File: config.mk
export PLATFORM = sky130hd
export DESIGN_NAME = key_sched_stream_flat
export DESIGN_NICKNAME = d
export VERILOG_FILES = /design/src/rtl/key_sched_stream_if.sv /design/src/rtl/key_sched_stream.sv /design/src/flat_wrapper.sv
export SDC_FILE = /design/constraint.sdc
export NUM_CORES = 1
export LEC_CHECK = 0
export BUFFER_PORTS_ARGS = -buffer_cell sky130_fd_sc_hd__buf_4
export CORE_MARGIN = 2
export CORE_UTILIZATION = 49
export CTS_BUF_LIST = sky130_fd_sc_hd__clkbuf_8
export DETAILED_ROUTE_END_ITERATION = 10
export PLACE_DENSITY_LB_ADDON = 0.12
export SLEW_MARGIN = 15
export SYNTH_ARGS = -nofsm -noshare
export SYNTH_HDL_FRONTEND = slang
export SYNTH_SLANG_ARGS = --single-unit
File: constraint.sdc
create_clock -name clk -period 2 [get_ports clk]
set_clock_uncertainty 0.15 [all_clocks]
set_input_delay 0.4 -clock clk [delete_from_list [all_inputs] [get_ports clk]]
set_output_delay 0.4 -clock clk [all_outputs]
set_load 0.03 [all_outputs]
File: src/rtl/key_sched_stream_if.sv
// Streaming handshake bundle for key_sched_stream.
// The mode signal exists only when KEY_SCHED_ENC_EN is defined.
interface key_sched_stream_if;
    logic         start;
    logic [111:0] key_in;
`ifdef KEY_SCHED_ENC_EN
    logic         mode;
`endif
    logic         key_ready;
    logic [95:0]  round_key;
    logic         key_valid;
    logic [3:0]   round_idx;
    logic         busy;
    logic         done;

`ifdef KEY_SCHED_ENC_EN
    modport master (
        output start, key_in, mode, key_ready,
        input  round_key, key_valid, round_idx, busy, done
    );
    modport slave (
        input  start, key_in, mode, key_ready,
        output round_key, key_valid, round_idx, busy, done
    );
`else
    modport master (
        output start, key_in, key_ready,
        input  round_key, key_valid, round_idx, busy, done
    );
    modport slave (
        input  start, key_in, key_ready,
        output round_key, key_valid, round_idx, busy, done
    );
`endif
endinterface

File: src/rtl/key_sched_stream.sv
// Streaming round-key generator over a 112-bit CD register (two DES-style PC-2 halves).
// Decrypt order by default; define KEY_SCHED_ENC_EN to add the mode input and encrypt order.
module key_sched_stream (
    input  logic              clk,
    input  logic              rst_n,
    key_sched_stream_if.slave bus
);

    typedef enum logic [1:0] {IDLE, RUN, DONE} state_t;

    // DES PC-2 selection, 1-based from the MSB of each 56-bit half.
    localparam logic [5:0] PC2_TBL [48] = '{
        6'd14, 6'd17, 6'd11, 6'd24, 6'd1,  6'd5,  6'd3,  6'd28,
        6'd15, 6'd6,  6'd21, 6'd10, 6'd23, 6'd19, 6'd12, 6'd4,
        6'd26, 6'd8,  6'd16, 6'd7,  6'd27, 6'd20, 6'd13, 6'd2,
        6'd41, 6'd52, 6'd31, 6'd37, 6'd47, 6'd55, 6'd30, 6'd40,
        6'd51, 6'd45, 6'd33, 6'd48, 6'd44, 6'd49, 6'd39, 6'd56,
        6'd34, 6'd53, 6'd46, 6'd42, 6'd50, 6'd36, 6'd29, 6'd32
    };

    state_t       state;
    logic [111:0] cd;
    logic [3:0]   idx_q;
    logic         valid_q;
    logic         busy_q;
    logic         done_q;
    logic [3:0]   final_idx;
    logic         handshake;

    function automatic logic two_step(input logic [3:0] i);
        return !(i == 4'd0 || i == 4'd1 || i == 4'd8 || i == 4'd15);
    endfunction

    function automatic logic [27:0] rotr28(input logic [27:0] q, input logic two);
        return two ? {q[1:0], q[27:2]} : {q[0], q[27:1]};
    endfunction

    function automatic logic [111:0] rotr_cd(input logic [111:0] v, input logic two);
        return {rotr28(v[111:84], two), rotr28(v[83:56], two),
                rotr28(v[55:28], two),  rotr28(v[27:0], two)};
    endfunction

    function automatic logic [47:0] pc2_half(input logic [55:0] h);
        logic [47:0] r;
        r = '0;
        for (int i = 0; i < 48; i++)
            r[6'(47 - i)] = h[6'd56 - PC2_TBL[i]];
        return r;
    endfunction

`ifdef KEY_SCHED_ENC_EN
    logic enc_q;

    function automatic logic [27:0] rotl28(input logic [27:0] q, input logic two);
        return two ? {q[25:0], q[27:26]} : {q[26:0], q[27]};
    endfunction

    function automatic logic [111:0] rotl_cd(input logic [111:0] v, input logic two);
        return {rotl28(v[111:84], two), rotl28(v[83:56], two),
                rotl28(v[55:28], two),  rotl28(v[27:0], two)};
    endfunction

    assign final_idx = enc_q ? 4'd15 : 4'd0;
`else
    assign final_idx = 4'd0;
`endif

    assign handshake = valid_q && bus.key_ready;

    // NOTE: all state below uses non-blocking assignment so every register
    // samples the pre-edge values; reset is synchronous and wins over everything.
    always_ff @(posedge clk) begin
        if (!rst_n) begin
            state   <= IDLE;
            cd      <= '0;
            idx_q   <= '0;
            valid_q <= 1'b0;
            busy_q  <= 1'b0;
            done_q  <= 1'b0;
`ifdef KEY_SCHED_ENC_EN
            enc_q   <= 1'b0;
`endif
        end else begin
            case (state)
                IDLE: begin
                    done_q <= 1'b0;
                    if (bus.start) begin
                        state   <= RUN;
                        valid_q <= 1'b1;
                        busy_q  <= 1'b1;
`ifdef KEY_SCHED_ENC_EN
                        enc_q   <= bus.mode;
                        if (bus.mode) begin
                            cd    <= rotl_cd(bus.key_in, 1'b0);
                            idx_q <= 4'd0;
                        end else begin
                            cd    <= bus.key_in;
                            idx_q <= 4'd15;
                        end
`else
                        cd      <= bus.key_in;
                        idx_q   <= 4'd15;
`endif
                    end
                end
                RUN: begin
                    // The last key is consumed without a further rotation.
                    if (handshake) begin
                        if (idx_q == final_idx) begin
                            state   <= DONE;
                            valid_q <= 1'b0;
                            busy_q  <= 1'b0;
                            done_q  <= 1'b1;
                        end
`ifdef KEY_SCHED_ENC_EN
                        else if (enc_q) begin
                            cd    <= rotl_cd(cd, two_step(idx_q + 4'd1));
                            idx_q <= idx_q + 4'd1;
                        end
`endif
                        else begin
                            cd    <= rotr_cd(cd, two_step(idx_q));
                            idx_q <= idx_q - 4'd1;
                        end
                    end
                end
                DONE: begin
                    state  <= IDLE;
                    done_q <= 1'b0;
                end
                default: state <= IDLE;
            endcase
        end
    end

    assign bus.round_key = {pc2_half(cd[111:56]), pc2_half(cd[55:0])};
    assign bus.key_valid = valid_q;
    assign bus.round_idx = idx_q;
    assign bus.busy      = busy_q;
    assign bus.done      = done_q;

endmodule

File: src/flat_wrapper.sv
// flat-port wrapper written by rule: the top's interface ports become plain ports
module key_sched_stream_flat 
  (clk, rst_n, bus_start, bus_key_in, bus_key_ready, bus_round_key, bus_key_valid, bus_round_idx, bus_busy, bus_done);
  key_sched_stream_if bus_i ();
  input  logic clk;
  input  logic rst_n;
  input wire logic [$bits(bus_i.start)-1:0] bus_start;
  input wire logic [$bits(bus_i.key_in)-1:0] bus_key_in;
  input wire logic [$bits(bus_i.key_ready)-1:0] bus_key_ready;
  output wire logic [$bits(bus_i.round_key)-1:0] bus_round_key;
  output wire logic [$bits(bus_i.key_valid)-1:0] bus_key_valid;
  output wire logic [$bits(bus_i.round_idx)-1:0] bus_round_idx;
  output wire logic [$bits(bus_i.busy)-1:0] bus_busy;
  output wire logic [$bits(bus_i.done)-1:0] bus_done;
  assign bus_i.start = bus_start;
  assign bus_i.key_in = bus_key_in;
  assign bus_i.key_ready = bus_key_ready;
  assign bus_round_key = bus_i.round_key;
  assign bus_key_valid = bus_i.key_valid;
  assign bus_round_idx = bus_i.round_idx;
  assign bus_busy = bus_i.busy;
  assign bus_done = bus_i.done;
  key_sched_stream u_core (.clk(clk), .rst_n(rst_n), .bus(bus_i));
endmodule
# Word-level counts from Yosys, hierarchy flattened
# Index checks and enable logic that the tools add are counted.
# Widths: inputs -> output; s select.
# op_classes
bitwise_logic	0
n_reduce_logical	13
n_div	0
n_eq_ne	9
multipliers	0
n_mux	23
add_sub_neg	1
n_shift	0
order_cmp	0
# ops
cell	count
$mux 112	3
$pmux 112 s2	1
$mux 28	4
$mux 4	3
$eq 4x4->1 const B	2
$pmux 4 s2	1
$reduce_and 4->1	2
$mux 2	3
$reduce_and 3->1	2
$mux 1	5
$eq 4x1->1 const B	1
$logic_not 4->1	1
$ne 2x1->1 const B	2
$ne 2x2->1 const B	2
$pmux 1 s2	2
$pmux 2 s2	1
$reduce_bool 2->1	2
$sub 4x1->4 const B	1
$logic_or 1x1->1	3
$eq 2x1->1 const B	1
$eq 2x2->1 const B	1
$logic_not 2->1	1
$reduce_or 2->1	1
$logic_and 1x1->1	1
# totals
ram_bits	0
mem_bits_ro	0
latch_bits	0
reg_bits	120
mem_count	0
in_bits	116
word_cells	51

# Logic depth before layout (Yosys ltp)
# Gate-level depths: netlist of run 1.
# logic_depth
depth_word	8
ltp_mapped	9

# Worst setup path before layout of run 1
# No wires, ideal clock.
# synth_path
path_type	reg2reg
start	register u_core.idx_q[0], in the netlist u_core.bus.round_idx[0]
end	register u_core.cd[47]
required_time_ps	1732
stages_incl_launch_ff	9
path_buffers	2
setup_time_ps	118
t_arrival_ps	1987
setup_slack_ps	-255
period_less_slack_ps	2255
path_cell_list	dfxtp_1 > inv_1 > ha_1 > nor3b_2 > nor3_2 > buf_4 > clkbuf_1 > o21ai_0 > o2bb2ai_1
# synth_via
elab_chain_len	8
elab_cells_between_ends	13
cone_classes	4 x eq/ne; 4 x mux; 5 x reduce/logical
# synth_lines
item	line_no	source
from (decl)	key_sched_stream.sv:23	logic [3:0] idx_q;
from (signal assigned)	key_sched_stream.sv:123	idx_q <= idx_q - 4'd1;
$eq 4x1->1 or $logic_not 4->1 (tied branches)	key_sched_stream.sv:31, key_sched_stream.sv:109	
$logic_or 1x1->1 (3 in series)	key_sched_stream.sv:31	return !(i == 4'd0 || i == 4'd1 || i == 4'd8 || i == 4'd15);
$mux 28	key_sched_stream.sv:35	return two ? {q[1:0], q[27:2]} : {q[0], q[27:1]};
$mux 112	key_sched_stream.sv:109	if (idx_q == final_idx) begin
$mux 112	key_sched_stream.sv:108	if (handshake) begin
$pmux 112 s2	key_sched_stream.sv:84	case (state)
to (signal assigned)	key_sched_stream.sv:101	cd <= bus.key_in;
to (signal assigned)	key_sched_stream.sv:122	cd <= rotr_cd(cd, two_step(idx_q));
to (decl)	key_sched_stream.sv:22	logic [111:0] cd;
# Parallel ways exist; a longest one is shown, timed or not. The select of a mux whose other input is x is not followed.
# A chain may end at the register's enable or synchronous reset.

# Final worst setup path of run 1
# layout_path
start	register u_core.idx_q[1], in the netlist u_core.bus.round_idx[1]
end	register u_core.cd[100]
# Same word-level chain as after synthesis.

==> metrics.txt, run 1 <==
Max Fclk 492 MHz; largest family of logic cells by synthesized area compound AO/OA/AOI/OAI gates; Final nets 1111; largest net degree at the start of global routing 113; Mapped Area 7290 sq um; wire per inst 16.3 um; Crit path required time 2170 ps; Slew Limit Headroom 0.653; post-synth top area share 0.329; dpl hpwl 11700 um; core area 14500 sq um; CP endpoint kind flop; CTS Sinks 120; IO Port Bufs 186; Crit path arrival time 2210 ps; area growth from synthesis to layout 26.6%; root buf cell clkbuf_8; fill count 1303; sequential share of the synthesized area 0.329; post-synthesis simple-gate area fraction 0.131; Min-Delay Path Class in -> reg; Initial DRC Count 467; DR DRC count 0; Finished Cell Area 9230 sq um; post-synthesis mux area share 0.154; die width 126 um; vias in the first global route 5799; cts hold-fix bufs 0; Worst-path clk slew 70 ps; flip-flop and latch area 2410 sq um; CP max-delay cell dfxtp_4; startpoint types flop; Starting Density 0.502; multi-input logic area 3990 sq um; share of post-route cells with drive strength above 1 0.277; post-synthesis xor/xnor area fraction 0; Num CTS Buffers 17; Synth Area in Compound Gates 0.225; Synth Area per Inst 8.20 sq um; CP Cell Sequence inv_2 -> ha_2 -> nor2b_4 -> o31ai_4 -> buf_6 -> buf_12 -> clkbuf_16 -> mux2i_1 -> o2bb2ai_1; Netlist cell types 35; kind of critical path reg -> reg; largest area contributor in the netlist dfxtp_1; top cells by area, synth dfxtp_1, mux2i_1, o2bb2ai_1; Synth Area in Adders 0.00515; most common cell after layout, fill and taps aside nand2_1; RSZ-0062 raised after global routing true; Design Power 0.00764 W; Hold Vio Cnt, Final 0; Tightest Pin Transition 521 ps; Slew Limit Fails 0; period utilization 1.02; GRT Total Usage 0.222; final worst slack -33.9 ps; Remaining Overflow, GRT 0; Cells after Synth 889; H-tree depth 4; prevailing post-synth register cell dfxtp_1; final setup fails 4; initial antenna violation count 0; clock latency on the worst-skew pair 440 ps; via count 6358; DR pass1 iterations 4; crit path time final 2030 ps; failing checks negative setup slack; Vias/cell 5.35; flops & latches, synth 120; leakage 3.94 nW; drt total wl 19400 um; Placed Instance Area 8320 sq um; worst vdd ir 0.000416 V; status complete, but fails checks; most frequent cells in the layout nand2_1, buf_4, dfxtp_1; die area 15900 sq um; Crit path largest cell delay 350 ps; Die H 126 um; first-pass GRT wire length 29100 um; Final GP Congestion 0.776; Syn. warnings 0; ANT cells 0; Clock Path Buffers 2; CTS tree yes; I/O pin count 219; Post-synth EDFFs 0; Final ANT Viol Nets 0; PD cells 827 nW/um^2; row cnt 44; max_cap viols 0; ys async rst share 0; CP max FO 9
## metal layers
metal | wire length [um] | vias up | track usage
met3 | 1020 | 19 | 0.0455
li1 | - | 3187 | -
met1 | 9090 | 2967 | 0.303
met4 | 202 | 0 | 0.0705
met5 | 0 | - | 0
met2 | 9040 | 185 | 0.353
## power breakdown
part	internal [W]	switching, W	leakage (nW)	total (W)
Clock	0.00143	0.000953	0.234	0.00239
Combinational	0.00123	0.00125	2.72	0.00247
Sequential	0.00258	0.000201	0.987	0.00278
Total	0.00524	0.00240	3.94	0.00764
## per-stage QoR
| stage | TNS [ps] | hold slack (ps) | worst slack [ps] | std cells | util |
|---|---|---|---|---|---|
| 5_1_grt | -3600 | 116 | -92.5 | 1189 | 0.635 |
| 4_1_cts | 0 | 93.1 | 0.291 | 1175 | 0.606 |
| 2_1_floorplan | 0 | 302 | 24.5 | 920 | - |
| 6_report | -51.3 | 118 | -33.9 | 1189 | 0.635 |
| 3_5_place_dp | -3050 | 344 | -57.6 | 1142 | 0.573 |
| 3_3_place_gp | -7.54 | 335 | -2.22 | 1142 | 0.573 |
## sequential cells by signal, summed over array words and instances (netlist names)
signal and cells:
u_core.cd 112, u_core.bus.round_idx 4, u_core.bus.key_valid 1, u_core.bus.done 1, u_core.state 2
## layout make-up
type,count,share of cell area
Clock buffer,20,0.0298
Clock inverter,12,0.0171
Inverter,2,0.000813
Multi-Input combinational cell,625,0.432
Sequential cell,120,0.261
Tap cell,184,0.0249
Timing Repair Buffer,226,0.234
## worst paths after layout
kind              slack, ps               startpoint  cells after the start         endpoint
setup reg to reg        -30  u_core.bus.round_idx[1]                      9   u_core.cd[100]
hold / removal          120           bus_key_in[78]                      4    u_core.cd[78]
setup / recovery        -30  u_core.bus.round_idx[1]                      9   u_core.cd[100]
hold reg to reg         350          u_core.state[0]                      1  u_core.bus.done
## Yosys cell counts (2+ instances only)
library cell	number
dfxtp_1	120
and3_1	2
nand2_1	228
buf_2	19
clkbuf_1	40
ha_1	3
nor2_1	2
o2bb2ai_1	112
o21ai_0	51
o21ai_1	62
buf_4	105
nor3b_1	2
inv_1	2
o211a_1	2
buf_6	7
clkbuf_2	2
mux2i_1	112
## kinds of logic (layout without fill, tap and decap cells)
group                      Yosys count  in the layout
adders and majority gates            3              3
and+or+nand+nor                    243            243
AOI/OAI and AO/OA                  235            235
muxes                              112            112
other                                1             32
DFF                                120            120
buffers and inverters              175            260
## what timing repair did
item	CTS	global route
gates cloned	1	11
setup buffers	0	3
setup endpoints to repair	96	75
pin swaps	0	30
gates resized for setup	5	31
## worst max-delay path: cells and delay by family (launching register included)
kind | cells | cell delay, ps
AND/OR/NAND/NOR | 1 | 130
AO/OA/AOI/OAI | 2 | 360
flip-flops | 1 | 350
multiplexers | 1 | 220
buffers and inverters | 4 | 550
adder cells (fa/ha/maj) | 1 | 160
Power figures use the tool's default switching activity.
==> run 2, diff against run 1 <==
- SETUP_SLACK_MARGIN: not set -> 0.4
==> run 2 against run 1 <==
  * The run now ends clean
  * Global-route usage is 0.20 points lower
  * Worst setup slack better by 57 ps
  * Die area stayed put
  * Clock power is 15% lower
  * Final area is 0.14% lower
  * Sequential share of layout area is 0.70 points higher
  * First-iteration DRC count is 14% lower
  * Register-to-register slack better by 60 ps
  * Largest cell class unchanged
  * Highest routed layer unchanged
==> metrics.txt, run 2 (synthesized netlist as in run 1, its figures left out) <==
initial antenna violation count 0 (unchanged); Largest Register u_core.cd (unchanged); CTS tree yes (unchanged); CP Cell Sequence inv_4 -> ha_2 -> nor2b_4 -> o31ai_4 -> buf_6 -> buf_12 -> mux2i_2 -> o2bb2ai_1 (was inv_2 -> ha_2 -> nor2b_4 -> o31ai_4 -> buf_6 -> buf_12 -> clkbuf_16 -> mux2i_1 -> o2bb2ai_1); crit path buf inv count 3 (was 4); kind of critical path reg -> reg (unchanged); share of post-route cells with drive strength above 1 0.327 (was 0.277); CP max FO 8 (was 9); Slew Limit Headroom 0.625 (was 0.653); Die H 126 um (unchanged); Crit path depth 8 (was 9); core area 14500 sq um (unchanged); DR pass1 iterations 5 (was 4); reg-to-reg slack, setup 20 ps (was -30 ps); via count 6332 (was 6358); RSZ-0062 raised after global routing true (unchanged); fill count 1321 (was 1303); Finished Cell Area 9220 sq um (was 9230 sq um); hold endpoint u_core.cd[92] (was u_core.cd[78]); final core utilization 0.634 (was 0.635); startpoint types flop (unchanged); Clock Path Buffers 2 (unchanged); Crit path required time 2170 ps (about the same); worst setup path startpoint u_core.bus.round_idx[1] (unchanged); Hold Vio Cnt, Final 0 (unchanged); PD cells 785 nW/um^2 (was 827 nW/um^2); Design Power 0.00724 W (was 0.00764 W); status complete, no violations (was complete, but fails checks); Final nets 1116 (was 1111); Final GP Congestion 0.772 (was 0.776); CP delay by family, top buffers and inverters (unchanged); Placed Instance Area 8340 sq um (was 8320 sq um); Slew Limit Fails 0 (unchanged); crit path time final 1980 ps (was 2030 ps); Crit path arrival time 2150 ps (was 2210 ps); die area 15900 sq um (unchanged); cts hold-fix bufs 0 (unchanged); worst reg2reg path endpoint u_core.cd[52] (was u_core.cd[100]); Final ANT Viol Nets 0 (unchanged); drt total wl 19000 um (was 19400 um); largest net degree at the start of global routing 113 (unchanged); first-pass GRT wire length 28900 um (was 29100 um); Worst Min Path Start bus_key_in[92] (was bus_key_in[78]); Min-Delay Path Class in -> reg (unchanged); Vias/cell 5.32 (was 5.35); worst vdd ir 0.000381 V (was 0.000416 V); leakage 3.95 nW (was 3.94 nW); period utilization 0.988 (was 1.02); Remaining Overflow, GRT 0 (unchanged); final setup fails 0 (was 4); Starting Density 0.502 (unchanged); most common cell after layout, fill and taps aside nand2_1 (unchanged); Worst-path clk slew 70 ps (about the same); CTS Sinks 120 (unchanged); number of cells on the worst reg-to-reg path 8 (was 9); Crit path largest cell delay 370 ps (was 350 ps); clock latency on the worst-skew pair 440 ps (about the same); die width 126 um (unchanged); setup TNS 0 ps (was -51.3 ps); CP max-delay cell dfxtp_4 (unchanged); root buf cell clkbuf_8 (unchanged); H-tree depth 4 (unchanged); dpl hpwl 11700 um (about the same); Initial DRC Count 401 (was 467); DR DRC count 0 (unchanged); Hold Path Depth 4 (unchanged); IO Port Bufs 186 (unchanged); GRT Total Usage 0.220 (was 0.222); I/O pin count 219 (unchanged); max_cap viols 0 (unchanged); max FFs per register 112 (unchanged); Num CTS Buffers 17 (unchanged); ANT cells 0 (unchanged); area growth from synthesis to layout 26.4% (was 26.6%); wire per inst 15.9 um (was 16.3 um); most frequent cells in the layout nand2_1, buf_4, o2bb2ai_1 (was nand2_1, buf_4, dfxtp_1); Max Fclk 506 MHz (was 492 MHz); row cnt 44 (unchanged); reg-to-reg startpoint u_core.bus.round_idx[1] (unchanged); CP endpoint kind flop (unchanged); vias in the first global route 5704 (was 5799); Tightest Pin Transition 562 ps (was 521 ps)
run 2: cell types whose count changed in the layout (fill, tap and decap cells not counted), moves of 3 or more:
cell,change
dfxtp_2,+43
clkbuf_16,-5
o21ai_0,-10
o21ai_2,+8
dfxtp_1,-45
mux2i_1,+3
buf_12,+4
mux2i_2,-3
buf_6,+8
bufinv_16,-3
run 2: stage by stage:
step | hold slack [ps] | cells | setup slack, ps
3_5_place_dp | 348 | 1145 | -132
5_1_grt | 120 | 1191 | -39.7
3_3_place_gp | 342 | 1145 | -91.4
4_1_cts | 98.0 | 1184 | 40.1
6_report | 114 | 1191 | 23.5
2_1_floorplan | 302 | 920 | 133
run 2: timing repair:
action	CTS	global route
gates resized for setup	32	73
setup buffers	7	1
pin swaps	10	12
setup endpoints to repair	134	170
gates cloned	3	6
run 2: report_power, final:
| part | switching, W | internal [W] | total, W |
|---|---|---|---|
| Clock | 0.000922 | 0.00110 | 0.00203 |
| Combinational | 0.00124 | 0.00118 | 0.00243 |
| Sequential | 0.000193 | 0.00259 | 0.00279 |
run 2: cell type report:
type                    instances  area [sq um]  share of cell area
clock inverters                 7          55.1             0.00597
flip-flops and latches        120          2470               0.268
clock buffers                  22           303              0.0328
repair buffers                231          2170               0.235
inverters                       2          10.0             0.00109
multi-input cells             625          3980               0.432
well taps                     184           230              0.0250
run 2: worst max-delay path by stage:
| stage | end | slack [ps] |
|---|---|---|
| global placement | u_core.cd[31] | -90 |
| CTS | u_core.cd[96] | 40 |
| global route | u_core.cd[52] | -40 |
| detailed placement | u_core.cd[33] | -130 |
| finish | u_core.cd[52] | 20 |
| floorplan | u_core.bus.round_idx[0] | 130 |
run 2: per-layer routing:
metal	track usage	share of wire	wire length, um	vias to the layer above
met1	0.299	0.46	8780	2924
li1	-	-	-	3200
met5	0	0	0	-
met4	0.0789	0.015	291	0
met2	0.346	0.46	8800	184
met3	0.0463	0.059	1110	24
run 2: worst register-to-register path: stages (launching register included):
cell and delay, ps:
dfxtp_4 370, inv_4 40, ha_2 160, nor2b_4 130, o31ai_4 290, buf_6 230, buf_12 160, mux2i_2 240
o2bb2ai_1 100
==> run 3, diff against run 2 <==
- CORE_ASPECT_RATIO: not set -> 1.75
- clock period: 2 -> 1.8 ns (I/O delays scaled with it)
==> run 3 against run 2 <==
  * The flow now finishes with violations (negative setup slack)
  * Sequential power is 10% higher
  * Register-to-register slack got worse by 240 ps
  * Wire length grew 23%
  * Clock-buffer cell count fell by 3
  * Final cell count is 8.4% higher
  * Sequential cell count is the same
  * Total power up 23%
  * Worst setup slack got worse by 240 ps
  * First-iteration DRC count is 31% lower
  * Via count rose by 11%
  * Clock power up 23%
  * Utilization is 10 points higher
  * Critical path type unchanged
  * Largest power group is now combinational cells
==> metrics.txt, run 3 (synthesized netlist as in run 1, its figures left out) <==
status complete, but fails checks (was complete, no violations); failing checks negative setup slack; Placed Instance Area 8530 sq um (was 8340 sq um); die width 96.2 um (was 126 um); area growth from synthesis to layout 48.7% (was 26.4%); GRT Total Usage 0.264 (was 0.220); max layer used met4 (unchanged); Largest Register u_core.cd (unchanged); crit path time final 2020 ps (was 1980 ps); clock latency on the worst-skew pair 440 ps (about the same); Slew Limit Fails 0 (unchanged); Initial DRC Count 275 (was 401); Crit path required time 1970 ps (was 2170 ps); pre-CTS setup slack -153 ps (was -132 ps); multi-input logic area 4170 sq um (was 3980 sq um); max_cap viols 0 (unchanged); Max Fclk 496 MHz (was 506 MHz); initial antenna violation count 0 (unchanged); Fin Hold WS 59.8 ps (was 114 ps); Final Non-Filler Cells 1291 (was 1191); Starting Density 0.496 (was 0.502); Final nets 1214 (was 1116); Design Power 0.00890 W (was 0.00724 W); fill count 1108 (was 1321); period utilization 1.12 (was 0.988); most common cell after layout, fill and taps aside nand2_1 (unchanged); Hold Vio Cnt, Final 0 (unchanged); row cnt 59 (was 44); core area 14700 sq um (was 14500 sq um); wire per inst 18.0 um (was 15.9 um); Final GP Congestion 0.795 (was 0.772); DR DRC count 0 (unchanged); Remaining Overflow, GRT 0 (unchanged); largest net degree at the start of global routing 87 (was 113); vias in the first global route 6696 (was 5704); Inst Count DP 1157 (was 1145); cts hold-fix bufs 0 (unchanged); dpl hpwl 12900 um (was 11700 um); share of post-route cells with drive strength above 1 0.434 (was 0.327); CTS tree yes (unchanged); die area 15900 sq um (about the same); I/O pin count 219 (unchanged); met1 wire length 8390 um (was 8780 um); reg-to-reg slack, setup -220 ps (was 20 ps); IO Port Bufs 186 (unchanged); kind of critical path reg -> reg (unchanged); first-pass GRT wire length 32900 um (was 28900 um); met2 WL 12700 um (was 8800 um); drt total wl 23300 um (was 19000 um); via count 7038 (was 6332); Clock Path Buffers 2 (unchanged); H-tree depth 4 (unchanged); flip-flop and latch area 2600 sq um (was 2470 sq um); ANT cells 0 (unchanged); Vias/cell 5.45 (was 5.32); Die H 165 um (was 126 um); final setup fails 115 (was 0); most frequent cells in the layout nand2_1, buf_4, o2bb2ai_1 (unchanged); Finished Cell Area 10800 sq um (was 9220 sq um); max FFs per register 112 (unchanged); CP endpoint kind flop (unchanged); root buf cell clkbuf_8 (unchanged); leakage 4.68 nW (was 3.95 nW); CP max FO 8 (unchanged); DR WL met3 1290 um (was 1110 um); startpoint types flop (unchanged); CTS Sinks 120 (unchanged); RSZ-0062 raised after global routing true (unchanged); DR pass1 iterations 4 (was 5); final worst slack -217 ps (was 23.5 ps); Num CTS Buffers 17 (unchanged); Worst-path clk slew 80 ps (was 70 ps); PD cells 820 nW/um^2 (was 785 nW/um^2); Min-Delay Path Class in -> reg (unchanged); worst vdd ir 0.000452 V (was 0.000381 V); Crit path arrival time 2190 ps (was 2150 ps); Final ANT Viol Nets 0 (unchanged)
[run 3: final cells by class]
class | count | share of cell area
repair buffers | 328 | 0.317
flip-flops and latches | 120 | 0.240
multi-input cells | 626 | 0.384
well taps | 183 | 0.0211
clock inverters | 13 | 0.0133
inverters | 2 | 0.000923
clock buffers | 19 | 0.0241
[run 3: worst paths after layout]
kind,from,cells past startpoint,endpoint
worst min register to register,u_core.state[0],1,u_core.bus.done
worst max-delay path,u_core.bus.round_idx[0],9,u_core.cd[82]
worst max register to register,u_core.bus.round_idx[0],9,u_core.cd[82]
worst min-delay path,bus_key_in[73],4,u_core.cd[73]
[run 3: where the power goes]
part | total (W) | leakage, nW | switching [W] | internal, W
Clock | 0.00250 | 0.191 | 0.00119 | 0.00131
Sequential | 0.00307 | 1.03 | 0.000203 | 0.00286
Combinational | 0.00332 | 3.46 | 0.00159 | 0.00173
Total | 0.00890 | 4.68 | 0.00299 | 0.00591
[run 3: stage by stage]
step | TNS [ps] | utilization
after floorplan | -4870 | -
after global placement | -7260 | 0.580
after detailed placement | -11260 | 0.580
after CTS | -11480 | 0.693
after global routing | -19660 | 0.738
final | -12910 | 0.738
[run 3: worst max-delay path, stage by stage (launching register included)]
cell and delay, ps:
dfxtp_4 390, inv_2 50, ha_4 170, nor3b_4 160
nor3_4 220, buf_12 210, buf_12 150, buf_16 130
o21ai_0 110, o2bb2ai_1 150
[run 3: timing repair]
action	in CTS	in global routing
cloned	8	11
endpoints found under the setup margin	191	191
setup buffers	64	19
pin swaps	20	25
gates resized for setup	190	92
[run 3: layer usage]
layer / up-vias / GRT usage
li1: 3400 / -
met1: 3299 / 0.295
met2: 278 / 0.474
met3: 61 / 0.0535
met4: 0 / 0.109
met5: - / 0
